**config.mk**
```make
export PLATFORM = sky130hd
export DESIGN_NAME = scan_chain_ctrl
export DESIGN_NICKNAME = d
export VERILOG_FILES = /design/src/rtl/scan_chain_ctrl_pkg.sv /design/src/rtl/scan_misr.sv /design/src/rtl/scan_chain_ctrl.sv
export SDC_FILE = /design/constraint.sdc
export NUM_CORES = 1
export LEC_CHECK = 0
export ABC_AREA = 1
export BUFFER_PORTS_ARGS = -buffer_cell sky130_fd_sc_hd__buf_2
export CAP_MARGIN = 20
export CORE_ASPECT_RATIO = 2
export CORE_MARGIN = 4
export CORE_UTILIZATION = 35
export DETAILED_ROUTE_END_ITERATION = 7
export PLACE_DENSITY = 0.54
export SLEW_MARGIN = 10
export SYNTH_ARGS = -nofsm -noshare
export SYNTH_HDL_FRONTEND = slang
export SYNTH_SLANG_ARGS = --single-unit
```
**constraint.sdc**
```tcl
create_clock -name CLK -period 3.6 [get_ports CLK]
set_input_delay 0.72 -clock CLK [delete_from_list [all_inputs] [get_ports CLK]]
set_output_delay 0.72 -clock CLK [all_outputs]
set_load 0.02 [all_outputs]
```
**src/rtl/scan_chain_ctrl_pkg.sv**
```systemverilog
// Shared types and helpers for the scan-chain controller and its signature register.
package scan_chain_ctrl_pkg;

  typedef enum logic [1:0] {
    IDLE,
    SHIFT,
    CAPTURE
  } state_t;

  localparam logic [15:0] DEFAULT_MISR_POLY = 16'h1021;

  function automatic int cnt_width(input int n);
    return (n > 1) ? $clog2(n) : 1;
  endfunction

endpackage

```
**src/rtl/scan_misr.sv**
```systemverilog
// Serial-input MISR: one shift per enabled cycle, clr wins over update.
// Latency 1 cycle; no backpressure, it follows en unconditionally.
module scan_misr
  import scan_chain_ctrl_pkg::*;
#(
  parameter int                MISR_W    = 16,
  parameter logic [MISR_W-1:0] MISR_POLY = MISR_W'(DEFAULT_MISR_POLY)
) (
  input  logic              CLK,
  input  logic              RST,
  input  logic              en,
  input  logic              clr,
  input  logic              din,
  output logic [MISR_W-1:0] sig
);

  logic [MISR_W-1:0] sig_nxt;

  always_comb begin
    sig_nxt = {sig[MISR_W-2:0], 1'b0}
            ^ (sig[MISR_W-1] ? MISR_POLY : '0)
            ^ {{(MISR_W-1){1'b0}}, din};
  end

  always_ff @(posedge CLK or posedge RST) begin
    if (RST) begin
      sig <= '0;
    end else if (clr) begin
      sig <= '0;
    end else if (en) begin
      sig <= sig_nxt;
    end
  end

endmodule

```
**src/rtl/scan_chain_ctrl.sv**
```systemverilog
// Scan shift/capture controller: CHAIN_LEN shift cycles + 1 capture, response after CHAIN_LEN+2 cycles.
// A pending response blocks new patterns (PAT_READY low) until RSP_READY consumes it.
module scan_chain_ctrl
  import scan_chain_ctrl_pkg::*;
#(
  parameter int                CHAIN_LEN = 32,
  parameter int                MISR_W    = 16,
  parameter logic [MISR_W-1:0] MISR_POLY = MISR_W'(DEFAULT_MISR_POLY)
) (
  input  logic                 CLK,
  input  logic                 RST,
  input  logic                 PAT_VALID,
  output logic                 PAT_READY,
  input  logic [CHAIN_LEN-1:0] PAT_DATA,
  output logic                 SE,
  output logic                 SI,
  output logic                 CKE,
  input  logic                 SO,
  output logic                 RSP_VALID,
  input  logic                 RSP_READY,
  output logic [CHAIN_LEN-1:0] RSP_DATA,
  output logic [MISR_W-1:0]    SIG,
  input  logic                 SIG_CLR,
  output logic                 BUSY
);

  localparam int            CW   = cnt_width(CHAIN_LEN);
  localparam logic [CW-1:0] LAST = CW'(CHAIN_LEN - 1);

  state_t               state;
  state_t               state_nxt;
  logic                 accept;
  logic [CW-1:0]        cnt;
  logic [CHAIN_LEN-1:0] pat_sr;

  assign PAT_READY = (state == IDLE) && !RSP_VALID;
  assign BUSY      = (state != IDLE);

  always_ff @(posedge CLK or posedge RST) begin
    if (RST) begin
      state <= IDLE;
    end else begin
      state <= state_nxt;
    end
  end

  always_comb begin
    state_nxt = state;
    accept    = 1'b0;
    case (state)
      IDLE: begin
        if (PAT_VALID && !RSP_VALID) begin
          accept    = 1'b1;
          state_nxt = SHIFT;
        end
      end
      SHIFT: begin
        if (cnt == LAST) begin
          state_nxt = CAPTURE;
        end
      end
      CAPTURE: state_nxt = IDLE;
      default: state_nxt = IDLE;
    endcase
  end

  // SE/SI/CKE are registered, so each is loaded one edge ahead of the cycle it applies to.
  always_ff @(posedge CLK or posedge RST) begin
    if (RST) begin
      cnt       <= '0;
      pat_sr    <= '0;
      SE        <= 1'b0;
      SI        <= 1'b0;
      CKE       <= 1'b0;
      RSP_VALID <= 1'b0;
      RSP_DATA  <= '0;
    end else begin
      if (RSP_VALID && RSP_READY) begin
        RSP_VALID <= 1'b0;
      end
      case (state)
        IDLE: begin
          if (accept) begin
            cnt    <= '0;
            pat_sr <= PAT_DATA >> 1;
            SI     <= PAT_DATA[0];
            SE     <= 1'b1;
            CKE    <= 1'b1;
          end
        end
        SHIFT: begin
          // Bit sampled on shift cycle k lands in RSP_DATA[k] after the last shift.
          RSP_DATA <= {SO, RSP_DATA[CHAIN_LEN-1:1]};
          if (cnt == LAST) begin
            SE <= 1'b0;
            SI <= 1'b0;
          end else begin
            cnt    <= cnt + 1'b1;
            SI     <= pat_sr[0];
            pat_sr <= pat_sr >> 1;
          end
        end
        CAPTURE: begin
          CKE       <= 1'b0;
          RSP_VALID <= 1'b1;
        end
        default: ;
      endcase
    end
  end

  scan_misr #(
    .MISR_W    (MISR_W),
    .MISR_POLY (MISR_POLY)
  ) u_misr (
    .CLK (CLK),
    .RST (RST),
    .en  (state == SHIFT),
    .clr (SIG_CLR),
    .din (SO),
    .sig (SIG)
  );

endmodule
```
After elaboration in Yosys (flattened, before gate mapping) --
Cells that the tools add are included.
Word-level totals: input port bits 38, output and inout bits 54, register bits 91, word-level logic and storage cells 57
Operators by class: reductions and logical operators 15, add/subtract/negate cells 1, multiplexer cells 23, bitwise operators 2, eq/ne operators 7
Operators with widths (count):
- 32-bit 2-to-1 mux | 2
- 32-bit case mux with 2 select lines | 1
- 16-bit 2-to-1 mux | 2
- 16-bit by 1-bit bitwise XOR with 16-bit output | 1
- 16-bit bitwise XOR | 1
- 13-bit 2-to-1 mux | 1
- 5-bit 2-to-1 mux | 2
- 5-bit case mux with 2 select lines | 1
- 2-bit nonzero test | 5
- 1-bit 2-to-1 mux | 8
- 2-bit != test, second input constant | 3
- 1-bit case mux with 2 select lines | 3
- 2-bit AND reduction | 3
- 3-bit AND reduction | 2
- 5-bit by 1-bit adder with 5-bit output, second input constant | 1
- 5-bit equality test, second input constant | 1
- 2-bit 2-to-1 mux | 2
- 2-bit case mux with 2 select lines | 1
- 1-bit logical AND | 3
- 2-bit by 1-bit equality test with 1-bit output, second input constant | 1
- 2-bit equality test, second input constant | 1
- 2-bit logical NOT | 1
- 2-bit by 1-bit != test with 1-bit output, second input constant | 1
- 1-bit logical NOT | 1

Depth between registers and ports, before layout --
word-level depth 6, gate-level depth with buffers 10, mapped depth without buffers 9

Hierarchy --
Synthesis repeated with hierarchy kept, for this count alone.
Second synthesis, totals: cell total of the unflattened synthesis 503, area, all modules 3992.6 um^2
Modules (own cells, without submodules):
- scan_chain_ctrl | seq. area each 1851.8 um^2, instances 1, area each 3320.7 um^2, cells an instance 427
- scan_misr | seq. area each 400.4 um^2, instances 1, area each 671.9 um^2, cells an instance 76

Least setup slack after synthesis --
Ideal clock, no wire load.
kind reg2out, start register state[0], end output port PAT_READY, required time 2.880 ns, buffers on the path 0, setup slack 1.877 ns, arrival time 1.003 ns, stages on the path, launching flop included 4, cells stage by stage dfrtp_1 nor2_1 inv_1 nor2_1
Between the ends: cells in the longest elaborated chain, start to end 2
Ends and longest elaborated chain:
- start, declared | line scan_chain_ctrl.sv:30 | state_t state;
- start signal, assigned | line scan_chain_ctrl.sv:43 | state <= state_nxt;
- 2-bit logical NOT | line scan_chain_ctrl.sv:36 | assign PAT_READY = (state == IDLE) && !RSP_VALID;
- 1-bit logical AND | line scan_chain_ctrl.sv:36
- end, declared | line scan_chain_ctrl.sv:13 | output logic PAT_READY,
Every way passes these cells.

Worst setup path after layout --
start register state[1], end register u_misr.sig[4]
Between the ends: cells in the longest elaborated chain, start to end 2
Ends and longest elaborated chain:
- 2-bit by 1-bit equality test with 1-bit output | line scan_chain_ctrl.sv:118 | .en (state == SHIFT),
- 2-bit nonzero test (no source line)
- end signal, assigned | line scan_misr.sv:31 | sig <= sig_nxt;
- end, declared | line scan_misr.sv:14 | output logic [MISR_W-1:0] sig
Every way passes these cells. A chain may end at the register's enable or synchronous reset.

==> run metrics <==
R2R Setup Slk around 1200 ps; CTS tree done; YS warnings 0; WL met3 just over 400 µm; 1st-iter DRT viols ~180; Layout area overhead 21.7%; Via density 4.70; Critical Path AT ~2700 ps; met2 wire length 5040 µm; Critical Path RT 3840 ps; reg2reg path depth 5; M1 WL 3820 µm; Worst setup SP type flip-flop; final hold violations 0; max_cap viols 0; fmax 0.415 GHz; ANT nets after route 0; core area 0.0109 mm²; cts hold-fix bufs 0; row cnt 54; RSZ-0062 raised after global routing false; Worst path max stage delay 640 ps; Tot GR Track Use between 10 and 15%; first-pass GRT wire length around 16000 µm; FFs w/ async S/R, synth 100%; min Tclk post-route between 2000 and 2500 ps; Syn Inst Count between 400 and 500; max-slew violation count 0; post-synthesis sequential area ratio a little under three fifths; H-tree depth 3; Post-synth EDFFs 0; Setup violations, final 0; switching share of power around two fifths; Post-Syn Area between 0.003 and 0.004 mm²; Worst R2R Start state[1]$_DFFE_PP0P_; die area roughly 0.013 mm²; pwr/cell area about 840 mW/mm²; Pre-Repair DR Iteration Count 4; die extent in x 82.8 µm; Util after Layout ~44%; # DRC 0; Comb pwr share a little over a third; hold path start CKE$_DFFE_PP0P_; Post-synth top cells nand2_1 (252), dfrtp_1 (90), nand3_1 (41), inv_1 (27), buf_2 (16); most numerous cell in the Yosys netlist nand2_1; most common flop cell mapped by yosys dfrtp_1; clock buffer depth 2; final WL 9450 µm; HP Class reg2reg; GPL Wtd Cong roughly 0.76; synthesized area per cell ~8.1 µm²; largest cells by area after synthesis dfrtp_1 (57%), nand2_1 (24%), nand3_1 (5.2%); share of the synthesized area in the top cell type approximately 57%; CTS Sinks 90; wire per inst between 10 and 15 µm; Die H between 150 and 200 µm; sequential power share 40.1%; post-synthesis register bit count 90; vias in the first global route around 3300; VDD IR-drop max ~0.00038 V; number of port buffers approximately 90; switching pwr between 1500 and 2000 µW; Synth area leader dfrtp_1; Ports 92; period utilization 66.9%; number of buffers created by CTS 9; end of the worst register-to-register path u_misr.sig[4]$_DFFE_PP0P_; Ant. Diodes 0; status completed; top sig layer met4; Distinct cells, synth 16; clk_lat worst skew roughly 340 ps; hold path depth 2; endpoint class of the critical path flip-flop; CP Class reg2reg; setup TNS 0 ps; clk slew on worst S/H paths 60 ps; initial antenna violation count 0; min setup slack post-route around 1200 ps; delay-heaviest family, CP simple AND/OR/NAND/NOR gates; # Post-CTS Setup Buffers 0; syn_nets between 500 and 600; Hold Path Sink CKE$_DFFE_PP0P_; Slew @ Worst Pin about 770 ps; HPWL Detailed 6210 µm; filler cell count about 1200; CP bufs+invs 2; Clk Tree Root Cell clkbuf_16; DP Worst Slack roughly 1100 ps; largest net degree at the start of global routing 48; fin nets slightly above 600; Slew HR 48.5%; slowest CP cell inv_2; Internal Power 2410 µW; skew final approximately 11 ps; via count 3339; CP cell instances inv_1 -> nand2_2 -> inv_2 -> nand2_1 -> o21ai_0; crit-path max FO 39; layout cells sized above 1 roughly a fifth; cts repair resizes 0; leakage power 0.00268 µW; grt total ovfl 0; initial core utilization a little over a third; clock network power share roughly a quarter
## through the flow
stage / std cells / power, µW / cell area [µm²] / hold WS, ps
3_5_place_dp: 694 / 3100 / 4470 / 468
2_1_floorplan: 484 / 2650 / 3920 / 476
5_1_grt: 710 / 4350 / 4770 / 521
6_report: 710 / 4000 / 4770 / 478
3_3_place_gp: 694 / 3060 / 4470 / 455
4_1_cts: 710 / 4070 / 4770 / 484
## worst min-delay path, delay by kind of cell, from the launching register on
kind          cells  cell delay, ps
flops             1             340
simple gates      2             100
## cells by family after synthesis
group           count (synthesis)  synth area share, %
simple gates                  306                 31.0
flops                          90                 57.5
buf+inv                        54                 6.16
compound gates                 29                 4.12
xor+xnor                        3                0.670
fa+ha+maj                       2                0.638
## cell type report
| cell class | count | area (µm²) | share of cell area, % |
|---|---|---|---|
| sequential | 90 | 2250 | 47.2 |
| multi-input combinational | 340 | 1430 | 29.9 |
| timing repair buffer | 96 | 505 | 10.6 |
| clock buffer | 12 | 256 | 5.37 |
| tap | 140 | 175 | 3.67 |
| inverter | 28 | 106 | 2.23 |
| clock inverter | 4 | 50.0 | 1.05 |
## how the worst max path moves through the flow
stage,cells after the start,from,end,slack [ps]
after floorplan,1,RST,CKE$_DFFE_PP0P_,540
after global placement,5,state[1]$_DFFE_PP0P_,u_misr.sig[4]$_DFFE_PP0P_,1190
after detailed placement,5,state[1]$_DFFE_PP0P_,u_misr.sig[4]$_DFFE_PP0P_,1110
after CTS,5,state[1]$_DFFE_PP0P_,u_misr.sig[4]$_DFFE_PP0P_,1130
after global routing,5,state[1]$_DFFE_PP0P_,u_misr.sig[11]$_DFFE_PP0P_,840
final,5,state[1]$_DFFE_PP0P_,u_misr.sig[4]$_DFFE_PP0P_,1190
## sequential cells by signal (all words and copies together) (netlist names)
signal and count:
pat_sr 31, CKE 1, cnt 5, RSP_VALID 1, u_misr.sig 16, RSP_DATA 32, state 2, SI 1
SE 1
## layer usage
layer | vias up | track usage (%)
li1 | 1659 | -
met4 | 0 | 7.01
met2 | 84 | 26.8
met1 | 1582 | 16.8
met3 | 14 | 2.50
met5 | - | 0
## power by group through the flow
stage / combinational, µW / sequential (µW) / clock, µW
after floorplan: 853 / 1800 / 0
after global placement: 1440 / 1620 / 0
after detailed placement: 1470 / 1630 / 0
after CTS: 1480 / 1610 / 981
after global routing: 1670 / 1650 / 1030
final: 1440 / 1610 / 958
## cells in the final DEF, fill, tap and decap left out
master / n
xnor2_1: 3
buf_12: 1
dfrtp_1: 90
nand2_1: 252
buf_2: 91
inv_2: 1
nand2_2: 2
clkbuf_1: 1
a21oi_1: 1
clkbuf_16: 9
buf_4: 4
clkinv_2: 2
ha_1: 2
o21ai_0: 15
inv_1: 26
nor3b_2: 1
nor2_1: 10
nand3_1: 41
clkbuf_8: 2
bufinv_16: 1
o22ai_1: 13
clkinvlp_4: 2
Power figures use the tool's default switching activity.
